<file path="config.mk">
export PLATFORM = sky130hd
export DESIGN_NAME = ldst_mem_responder_flat
export DESIGN_NICKNAME = d
export VERILOG_FILES = /design/src/rtl/ldst_mem_responder_if.sv /design/src/rtl/ldst_mem_responder.sv /design/src/flat_wrapper.sv
export SDC_FILE = /design/constraint.sdc
export NUM_CORES = 1
export LEC_CHECK = 0
export CAP_MARGIN = 20
export CORE_MARGIN = 5
export CORE_UTILIZATION = 38
export CTS_CLUSTER_DIAMETER = 120
export DETAILED_ROUTE_END_ITERATION = 10
export PLACE_DENSITY = 0.76
export SLEW_MARGIN = 0
export SYNTH_ARGS = -nofsm -noshare
export SYNTH_HDL_FRONTEND = slang
export SYNTH_SLANG_ARGS = --single-unit
</file>
<file path="constraint.sdc">
create_clock -name iCLOCK -period 1.36 [get_ports iCLOCK]
set_input_delay 0.136 -clock iCLOCK [delete_from_list [all_inputs] [get_ports iCLOCK]]
set_output_delay 0.136 -clock iCLOCK [all_outputs]
set_load 0.02 [all_outputs]
</file>
<file path="src/rtl/ldst_mem_responder_if.sv">
// Bundles the core-side load/store handshake and the memory-side bus.
//
// Handshake semantics, core side:
//   A request is accepted on a rising edge where iLDST_REQ=1 and oLDST_BUSY=0.
//   The responder then issues exactly one memory request.
// Handshake semantics, memory side:
//   A memory request is accepted on a rising edge where oMEM_REQ=1 and iMEM_BUSY=0.
//   One iMEM_VALID pulse later completes it, and one oLDST_VALID pulse follows.
interface ldst_mem_responder_if;
  logic        iLDST_REQ;
  logic        oLDST_BUSY;
  logic [1:0]  iLDST_ORDER;
  logic [3:0]  iLDST_MASK;
  logic        iLDST_RW;
  logic [31:0] iLDST_ADDR;
  logic [31:0] iLDST_DATA;
  logic        oLDST_VALID;
  logic [31:0] oLDST_DATA;
  logic        oMEM_REQ;
  logic        iMEM_BUSY;
  logic [3:0]  oMEM_MASK;
  logic        oMEM_RW;
  logic [31:0] oMEM_ADDR;
  logic [31:0] oMEM_DATA;
  logic        iMEM_VALID;
  logic [31:0] iMEM_DATA;

  // Responder view
  modport slave (
    input  iLDST_REQ, iLDST_ORDER, iLDST_MASK, iLDST_RW, iLDST_ADDR, iLDST_DATA,
    input  iMEM_BUSY, iMEM_VALID, iMEM_DATA,
    output oLDST_BUSY, oLDST_VALID, oLDST_DATA,
    output oMEM_REQ, oMEM_MASK, oMEM_RW, oMEM_ADDR, oMEM_DATA
  );

  // Environment view: core arbiter plus memory
  modport master (
    output iLDST_REQ, iLDST_ORDER, iLDST_MASK, iLDST_RW, iLDST_ADDR, iLDST_DATA,
    output iMEM_BUSY, iMEM_VALID, iMEM_DATA,
    input  oLDST_BUSY, oLDST_VALID, oLDST_DATA,
    input  oMEM_REQ, oMEM_MASK, oMEM_RW, oMEM_ADDR, oMEM_DATA
  );
endinterface

</file>
<file path="src/rtl/ldst_mem_responder.sv">
// Load/store to memory responder.
// It takes one core request at a time and issues one big-endian, lane-masked
// memory request for it. Read data is then extracted back to a right-justified value.
// dbg_state exposes the FSM state: 0 IDLE, 1 ISSUE, 2 WAIT.
module ldst_mem_responder (
  input  logic                     iCLOCK,
  input  logic                     inRESET,
  ldst_mem_responder_if.slave      bus,
  output logic [1:0]               dbg_state
);

  typedef enum logic [1:0] {
    IDLE  = 2'd0,
    ISSUE = 2'd1,
    WAIT  = 2'd2
  } state_t;

  state_t state;
  state_t state_nxt;

  // Attributes of the in-flight transaction that are needed at completion
  logic [1:0]  lat_order;
  logic [1:0]  lat_a;
  logic        accept;
  logic        complete;
  logic [31:0] place_data;
  logic [3:0]  place_mask;
  logic [31:0] read_data;
  logic [31:0] rd_shift;

  assign accept    = (state == IDLE) && bus.iLDST_REQ;
  assign complete  = (state == WAIT) && bus.iMEM_VALID;
  assign dbg_state = state;

  // State register
  always_ff @(posedge iCLOCK or negedge inRESET) begin
    if (!inRESET) state <= IDLE;
    else          state <= state_nxt;
  end

  // Next-state logic
  always_comb begin
    state_nxt = state;
    case (state)
      IDLE:    if (bus.iLDST_REQ)  state_nxt = ISSUE;
      ISSUE:   if (!bus.iMEM_BUSY) state_nxt = WAIT;
      WAIT:    if (bus.iMEM_VALID) state_nxt = IDLE;
      default:                     state_nxt = IDLE;
    endcase
  end

  // FSM-decoded outputs
  always_comb begin
    bus.oLDST_BUSY = (state != IDLE);
    bus.oMEM_REQ   = (state == ISSUE);
  end

  // Byte enables and lane placement of write data for the incoming request.
  // Half and word ignore the low address bits, which force-aligns them.
  always_comb begin
    place_mask = 4'b0000;
    place_data = 32'h0;
    case (bus.iLDST_ORDER)
      2'b00: begin
        place_mask = 4'b1000 >> bus.iLDST_ADDR[1:0];
        // Byte lane a sits at bit 8*(3-a); ~a == 3-a for a 2-bit value
        place_data = {24'h0, bus.iLDST_DATA[7:0]} << {~bus.iLDST_ADDR[1:0], 3'b000};
      end
      2'b01: begin
        place_mask = bus.iLDST_ADDR[1] ? 4'b0011 : 4'b1100;
        place_data = bus.iLDST_ADDR[1] ? {16'h0, bus.iLDST_DATA[15:0]}
                                       : {bus.iLDST_DATA[15:0], 16'h0};
      end
      2'b10: begin
        place_mask = 4'b1111;
        place_data = bus.iLDST_DATA;
      end
      default: begin
        // Raw write data is already lane-placed; only the disabled lanes are cleared
        place_mask = bus.iLDST_MASK;
        place_data = bus.iLDST_DATA & {{8{bus.iLDST_MASK[3]}}, {8{bus.iLDST_MASK[2]}},
                                       {8{bus.iLDST_MASK[1]}}, {8{bus.iLDST_MASK[0]}}};
      end
    endcase
  end

  // Read data extraction from the lanes selected by the latched request
  always_comb begin
    read_data = 32'h0;
    rd_shift  = bus.iMEM_DATA >> {~lat_a, 3'b000};
    case (lat_order)
      2'b00:   read_data = {24'h0, rd_shift[7:0]};
      2'b01:   read_data = lat_a[1] ? {16'h0, bus.iMEM_DATA[15:0]}
                                    : {16'h0, bus.iMEM_DATA[31:16]};
      default: read_data = bus.iMEM_DATA;
    endcase
  end

  // Latch the memory request fields at accept. They are held stable through ISSUE.
  always_ff @(posedge iCLOCK or negedge inRESET) begin
    if (!inRESET) begin
      bus.oMEM_MASK <= 4'b0000;
      bus.oMEM_RW   <= 1'b0;
      bus.oMEM_ADDR <= 32'h0;
      bus.oMEM_DATA <= 32'h0;
      lat_order     <= 2'b00;
      lat_a         <= 2'b00;
    end else if (accept) begin
      bus.oMEM_MASK <= place_mask;
      bus.oMEM_RW   <= bus.iLDST_RW;
      bus.oMEM_ADDR <= {bus.iLDST_ADDR[31:2], 2'b00};
      bus.oMEM_DATA <= place_data;
      lat_order     <= bus.iLDST_ORDER;
      lat_a         <= bus.iLDST_ADDR[1:0];
    end
  end

  // Completion pulse; read data is updated only by read completions
  always_ff @(posedge iCLOCK or negedge inRESET) begin
    if (!inRESET) begin
      bus.oLDST_VALID <= 1'b0;
      bus.oLDST_DATA  <= 32'h0;
    end else begin
      bus.oLDST_VALID <= complete;
      if (complete && !bus.oMEM_RW) bus.oLDST_DATA <= read_data;
    end
  end

endmodule

</file>
<file path="src/flat_wrapper.sv">
// flat-port wrapper written by rule: the top's interface ports become plain ports
module ldst_mem_responder_flat 
  (iCLOCK, inRESET, dbg_state, bus_iLDST_REQ, bus_iLDST_ORDER, bus_iLDST_MASK, bus_iLDST_RW, bus_iLDST_ADDR, bus_iLDST_DATA, bus_iMEM_BUSY, bus_iMEM_VALID, bus_iMEM_DATA, bus_oLDST_BUSY, bus_oLDST_VALID, bus_oLDST_DATA, bus_oMEM_REQ, bus_oMEM_MASK, bus_oMEM_RW, bus_oMEM_ADDR, bus_oMEM_DATA);
  ldst_mem_responder_if bus_i ();
  input  logic iCLOCK;
  input  logic inRESET;
  output logic [1:0] dbg_state;
  input wire logic [$bits(bus_i.iLDST_REQ)-1:0] bus_iLDST_REQ;
  input wire logic [$bits(bus_i.iLDST_ORDER)-1:0] bus_iLDST_ORDER;
  input wire logic [$bits(bus_i.iLDST_MASK)-1:0] bus_iLDST_MASK;
  input wire logic [$bits(bus_i.iLDST_RW)-1:0] bus_iLDST_RW;
  input wire logic [$bits(bus_i.iLDST_ADDR)-1:0] bus_iLDST_ADDR;
  input wire logic [$bits(bus_i.iLDST_DATA)-1:0] bus_iLDST_DATA;
  input wire logic [$bits(bus_i.iMEM_BUSY)-1:0] bus_iMEM_BUSY;
  input wire logic [$bits(bus_i.iMEM_VALID)-1:0] bus_iMEM_VALID;
  input wire logic [$bits(bus_i.iMEM_DATA)-1:0] bus_iMEM_DATA;
  output wire logic [$bits(bus_i.oLDST_BUSY)-1:0] bus_oLDST_BUSY;
  output wire logic [$bits(bus_i.oLDST_VALID)-1:0] bus_oLDST_VALID;
  output wire logic [$bits(bus_i.oLDST_DATA)-1:0] bus_oLDST_DATA;
  output wire logic [$bits(bus_i.oMEM_REQ)-1:0] bus_oMEM_REQ;
  output wire logic [$bits(bus_i.oMEM_MASK)-1:0] bus_oMEM_MASK;
  output wire logic [$bits(bus_i.oMEM_RW)-1:0] bus_oMEM_RW;
  output wire logic [$bits(bus_i.oMEM_ADDR)-1:0] bus_oMEM_ADDR;
  output wire logic [$bits(bus_i.oMEM_DATA)-1:0] bus_oMEM_DATA;
  assign bus_i.iLDST_REQ = bus_iLDST_REQ;
  assign bus_i.iLDST_ORDER = bus_iLDST_ORDER;
  assign bus_i.iLDST_MASK = bus_iLDST_MASK;
  assign bus_i.iLDST_RW = bus_iLDST_RW;
  assign bus_i.iLDST_ADDR = bus_iLDST_ADDR;
  assign bus_i.iLDST_DATA = bus_iLDST_DATA;
  assign bus_i.iMEM_BUSY = bus_iMEM_BUSY;
  assign bus_i.iMEM_VALID = bus_iMEM_VALID;
  assign bus_i.iMEM_DATA = bus_iMEM_DATA;
  assign bus_oLDST_BUSY = bus_i.oLDST_BUSY;
  assign bus_oLDST_VALID = bus_i.oLDST_VALID;
  assign bus_oLDST_DATA = bus_i.oLDST_DATA;
  assign bus_oMEM_REQ = bus_i.oMEM_REQ;
  assign bus_oMEM_MASK = bus_i.oMEM_MASK;
  assign bus_oMEM_RW = bus_i.oMEM_RW;
  assign bus_oMEM_ADDR = bus_i.oMEM_ADDR;
  assign bus_oMEM_DATA = bus_i.oMEM_DATA;
  ldst_mem_responder u_core (.iCLOCK(iCLOCK), .inRESET(inRESET), .bus(bus_i), .dbg_state(dbg_state));
endmodule
</file>
==> results.cfg, run 1 <==
[outcome]
outcome = complete, but fails checks
violations = negative setup slack

[power]
finalPower_uw = 17370
power-per-cell-area_nw_per_um2 = 2200
ir_drop_v = 0.001125
leakage_uw = 0.003799

[place]
dp_cells = 901
place_area_um2 = 7467
place_congestion = 0.9477
dp_hpwl_um = 12340
io_buffers = 211

[cells_and_area]
final_common_cell = nand2_1
antenna_cells = 0
fin_nets = 853
drive_gt1_share_pct = 22.00
postLayoutCellArea_um2 = 7898
fin_cells = 922
final_cell_mix = 159 x nand2_1, 106 x clkdlybuf4s50_1, 103 x dfrtp_1
syn_to_final_growth_pct = 60.98

[sta]
grt_setup_unrepaired = yes
setup_violations = 16
fmax_mhz = 719.8
skew_ns = 0.004513
fin_tns_setup_ns = -0.2627
slew_violations = 0
worst_slack_ns = -0.02935
finalCritPeriodShare_pct = 102.2
period_minus_slack_ns = 1.389
hold_violations = 0

[drt]
wl_per_cell_um = 18.05
drt_iter0_markers = 256
wl_um = 16640
via_count = 4753
vias_per_cell = 5.155
ant_nets = 0
drt_pre_antenna_iters = 4
drc = 0

[hold_path]
hp-class = in2async

[synthesis]
synth_simple_gate_area_share_pct = 19.89
synth_top_family_by_area = simple AND/OR/NAND/NOR gates
netlist_instances = 515
synth-adder-area-share_pct = 0
yosys.cell_types.count = 32
synth.top_cells.by_area = dfrtp_1 54%, nand2_1 14%, o21ai_2 5.5%
synth.largest_area_cell = dfrtp_1
synth-async-reset-ratio_pct = 100.0
syn-cell-area_um2 = 4906
synth_xor_xnor_area_share_pct = 0
synth_area_per_cell_um2 = 9.526
ys_seq_area_share_pct = 54.07
synth_compound_area_share_pct = 18.87
yosysWarnings = 0
netlist.area_leader.share_pct = 54.07
synth.ff_latch_count = 106
ys.flop_type = dfrtp_1
synth_mux_area_share_pct = 1.632
synth_edf_count = 0

[critical_path]
cp.arrival_ns = 1.62
worstReg2RegEnd = u_core.bus.oLDST_DATA[21]
critical_path_class = reg2reg
cp_slowest_stage_delay_ns = 0.46
path_max_fanout = 28
crit_chain = or3_4, buf_12, nand2_1, o21ai_2
r2r-start = u_core.dbg_state[0]
cp_data_required_time_ns = 1.59
reg2reg_depth = 4
slowest_stage = dfrtp_2
crit_start = u_core.dbg_state[0]
r2r_slack_ns = -0.03
startpoint_type = register
end_kind = register

[cts]
h-tree-depth = 3
cts_buffer_depth = 2
clkLatencyLatePin_ns = 0.34
clockRootBuffer = clkbuf_16
cts_buffers = 9
clk_pin_slew_ns = 0.08
cts.sinks = 106
cts_tree = done

[floorplanning]
die-area_um2 = 15280
initial_utilization_pct = 38.88
boundaryPins = 214
core_area_um2 = 12620
die_w_um = 123.6
rows = 41
die_h_um = 123.6

[global_route]
antenna_found_initial = 0
grt_pass1_wl_um = 25180
grt_overflow = 0
globalRouteTotalUtil_pct = 21.17
grt_max_degree = 45
first_global_vias = 4864

[job]
cap_violations = 0
## cell usage after synthesis, types with 5 or more instances
cell type	instances
nand2_1	186
buf_4	6
a22oi_1	16
o21ai_0	22
inv_1	5
buf_2	9
a221oi_1	24
a22o_1	9
buf_6	10
clkbuf_1	11
mux2i_1	8
nor2_1	35
a2bb2oi_1	8
dfrtp_1	106
nor2_2	10
o21ai_2	31
## stage by stage
step           utilization [%]  setup slack, ns  hold WS (ns)
2_1_floorplan                -         -0.02117       -0.1596
3_3_place_gp             59.17          -0.2285       0.06355
5_1_grt                  62.58         -0.07988        0.2678
3_5_place_dp             59.17          -0.2803       0.06952
4_1_cts                  60.75          -0.1127        0.2495
6_report                 62.58         -0.02935        0.2433
## layer usage
metal	wire length [µm]	track usage, %	part of all wire [%]	vias up
li1	-	-	-	2212
met1	6735	27.06	40	2271
met2	7839	33.36	47	234
met3	1616	6.449	9.7	36
met4	451	9.066	2.7	0
met5	0	0	0	-
## where the power goes
part / total (µW) / internal [µW] / leakage, µW / switching, µW
Clock: 2550 / 1280 / 0.000139 / 1270
Sequential: 5670 / 4660 / 0.00133 / 1010
Combinational: 9150 / 3780 / 0.00233 / 5370
Total: 17400 / 9720 / 0.00380 / 7650
## worst max-delay path: cells and delay by family, from the launching register on
kind            cells  cell delay, ns
compound gates      1            0.05
buf+inv             1            0.19
flops               1            0.46
simple gates        2            0.55
## final cells by class
class	count	area, µm²
Inverter	5	18.77
Clock inverter	7	62.56
Sequential cell	106	2656
Tap cell	172	215.2
Multi-Input combinational cell	368	2228
Timing Repair Buffer	255	2491
Fill cell	1111	4722
Clock buffer	9	225.2
## worst max-delay path by stage
stage / endpoint / slack [ns] / cells after the start
2_1_floorplan: u_core.bus.oLDST_DATA[2] / -0.02 / 5
3_3_place_gp: u_core.bus.oMEM_DATA[8] / -0.23 / 6
3_5_place_dp: u_core.bus.oMEM_DATA[11] / -0.28 / 6
4_1_cts: bus_oLDST_BUSY / -0.11 / 3
5_1_grt: u_core.bus.oLDST_DATA[21] / -0.08 / 5
6_report: u_core.bus.oLDST_DATA[21] / -0.03 / 4
## cell families (layout without fill, tap and decap cells)
group,Yosys count,in the layout
AO/OA/AOI/OAI,119,119
buffers and inverters,42,276
other,1,2
flip-flops,106,106
multiplexers,8,8
AND/OR/NAND/NOR,239,239
## sequential cells by signal (all words and copies together) (netlist names)
signal	count
u_core.bus.oMEM_RW	1
u_core.bus.oMEM_DATA	32
u_core.lat_a	2
u_core.bus.oLDST_VALID	1
u_core.bus.oLDST_DATA	32
u_core.lat_order	2
u_core.bus.oMEM_MASK	4
u_core.bus.oMEM_ADDR	30
u_core.dbg_state	2
## timing repair
| action | CTS | global route |
|---|---|---|
| buffers inserted | 0 | 2 |
| hold buffers | 1 | 0 |
| setup endpoints to repair | 167 | 78 |
| pin swaps | 0 | 3 |
| endpoints found under the hold margin | 21 | 0 |
| resized for setup | 113 | 38 |
| cloned | 0 | 2 |
(Power assumes the default switching activity.)
==> inputs of run 2 (changes only) <==
--- a/config.mk
+++ b/config.mk
@@ -6,7 +6,8 @@
 export NUM_CORES = 1
 export LEC_CHECK = 0
 export CAP_MARGIN = 20
-export CORE_MARGIN = 5
+export CORE_ASPECT_RATIO = 0.75
+export CORE_MARGIN = 1.5
 export CORE_UTILIZATION = 38
 export CTS_CLUSTER_DIAMETER = 120
 export DETAILED_ROUTE_END_ITERATION = 10
==> run 2 against run 1 <==
  * The flow still finishes with violations (negative setup slack)
  * Die area is 11% lower
  * Count of clock-buffer cells in the layout stayed put
  * Clock skew is 0.0024 ns higher
  * Clock power hardly changed
  * Flip-flop and latch count stayed put
==> results.cfg, run 2 (synthesized netlist as in run 1, its figures left out) <==
[hold_path]
hp-class = in2async

[place]
place_congestion = 0.8889
dp_hpwl_um = 11890
io_buffers = 211
dp_cells = 890
place_area_um2 = 7397

[cells_and_area]
antenna_cells = 0
fin_cells = 915
postLayoutCellArea_um2 = 7888
final_common_cell = nand2_1
fin_nets = 852
drive_gt1_share_pct = 20.96
top_regs = u_core.bus.oLDST_DATA x32, u_core.bus.oMEM_DATA x32, u_core.bus.oMEM_ADDR x30
syn_to_final_growth_pct = 60.78
final_core_utilization_pct = 63.42
final_cell_mix = 158 x nand2_1, 106 x clkdlybuf4s50_1, 103 x dfrtp_1

[drt]
drt_iter0_markers = 283
wl_um = 16470
drc = 0
drt_pre_antenna_iters = 5
via_count = 4743
ant_nets = 0
wl_per_cell_um = 18.00
vias_per_cell = 5.184

[critical_path]
crit_start = u_core.dbg_state[1]
r2r_slack_ns = -0.06
cp.arrival_ns = 1.65
end_kind = register
r2r-start = u_core.dbg_state[1]
path_max_fanout = 8
startpoint_type = register
cp_data_required_time_ns = 1.60
critical_path_class = reg2reg

[power]
ir_drop_v = 0.001095
leakage_uw = 0.003784
power-per-cell-area_nw_per_um2 = 2211

[floorplanning]
initial_utilization_pct = 39.45
die_w_um = 134.2
die-area_um2 = 13610
die_h_um = 101.4
core_area_um2 = 12440
boundaryPins = 214
rows = 35

[sta]
finalCritPeriodShare_pct = 104.1
hold_violations = 0
slew_violations = 0
setup_violations = 32
period_minus_slack_ns = 1.416
grt_setup_unrepaired = yes
skew_ns = 0.006910
worst_slack_ns = -0.05558
fmax_mhz = 706.4

[outcome]
outcome = complete, but fails checks
violations = negative setup slack

[cts]
clkLatencyLatePin_ns = 0.35
clk_pin_slew_ns = 0.07
h-tree-depth = 3
cts.sinks = 106
cts_buffer_depth = 2
cts_buffers = 9
cts_tree = done
clockRootBuffer = clkbuf_16

[global_route]
globalRouteTotalUtil_pct = 23.58
grt_overflow = 0
antenna_found_initial = 0
grt_pass1_wl_um = 24740
grt_max_degree = 71
first_global_vias = 4629

[job]
cap_violations = 0
[run 2: changes by cell type in the layout (fill, tap and decap cells not counted), sizes merged]
| cell | delta |
|---|---|
| buf | -2 |
| clkinv | -1 |
| clkbuf | +1 |
| clkinvlp | +1 |
[run 2: what timing repair did]
item | 4_1_cts | 5_1_grt
pin swaps | 1 | 13
resized for setup | 117 | 39
hold buffers | 1 | 0
hold endpoints to repair | 106 | 0
buffers inserted | 2 | 2
cloned | 2 | 2
endpoints found under the setup margin | 128 | 58
[run 2: final timing paths]
check	cells after the start	to
worst max-delay path	5	u_core.bus.oLDST_DATA[25]
max in group asynchronous	3	u_core.bus.oMEM_DATA[12]
worst min-delay path	2	u_core.bus.oLDST_DATA[17]
min in group iCLOCK	3	u_core.bus.oMEM_ADDR[6]
worst max register to register	5	u_core.bus.oLDST_DATA[25]
worst min register to register	2	u_core.bus.oMEM_MASK[3]
[run 2: area by class of cell]
class                      count  area, µm²
multi-input combinational    368       2240
clock buffer                   9      225.2
tap                          166      207.7
timing repair buffer         254       2479
inverter                       5      18.77
sequential                   106       2656
clock inverter                 7      61.31
fill                        1035       4549
[run 2: critical path: stages, from the launching register on]
cell and delay (ns):
dfrtp_2 0.42, nand2_2 0.06, or3_4 0.48, clkbuf_16 0.23, nand2_4 0.06, o21ai_2 0.04
[run 2: report_power, final]
part / total (µW) / internal [µW] / switching (µW) / leakage, µW
combinational: 9160 / 3770 / 5390 / 0.00232
sequential: 5720 / 4660 / 1060 / 0.00133
clock: 2560 / 1280 / 1280 / 0.000135
[run 2: through the flow]
step	setup slack [ns]	TNS (ns)	hold WS (ns)	total power [µW]
3_5_place_dp	-0.3059	-15.13	-0.04228	15370
4_1_cts	-0.1042	-1.478	0.1352	17040
5_1_grt	-0.09375	-2.638	0.1399	18470
3_3_place_gp	-0.2316	-12.31	-0.04231	15110
2_1_floorplan	-0.02117	-0.2641	-0.1596	10710
6_report	-0.05558	-1.405	0.1425	17440
[run 2: routing by layer]
layer	vias up	routed length, µm	GRT usage (%)
li1	2198	-	-
met1	2302	6751	30.74
met2	225	7915	37.91
met3	18	1576	8.258
met4	0	226	5.955
met5	-	0	0
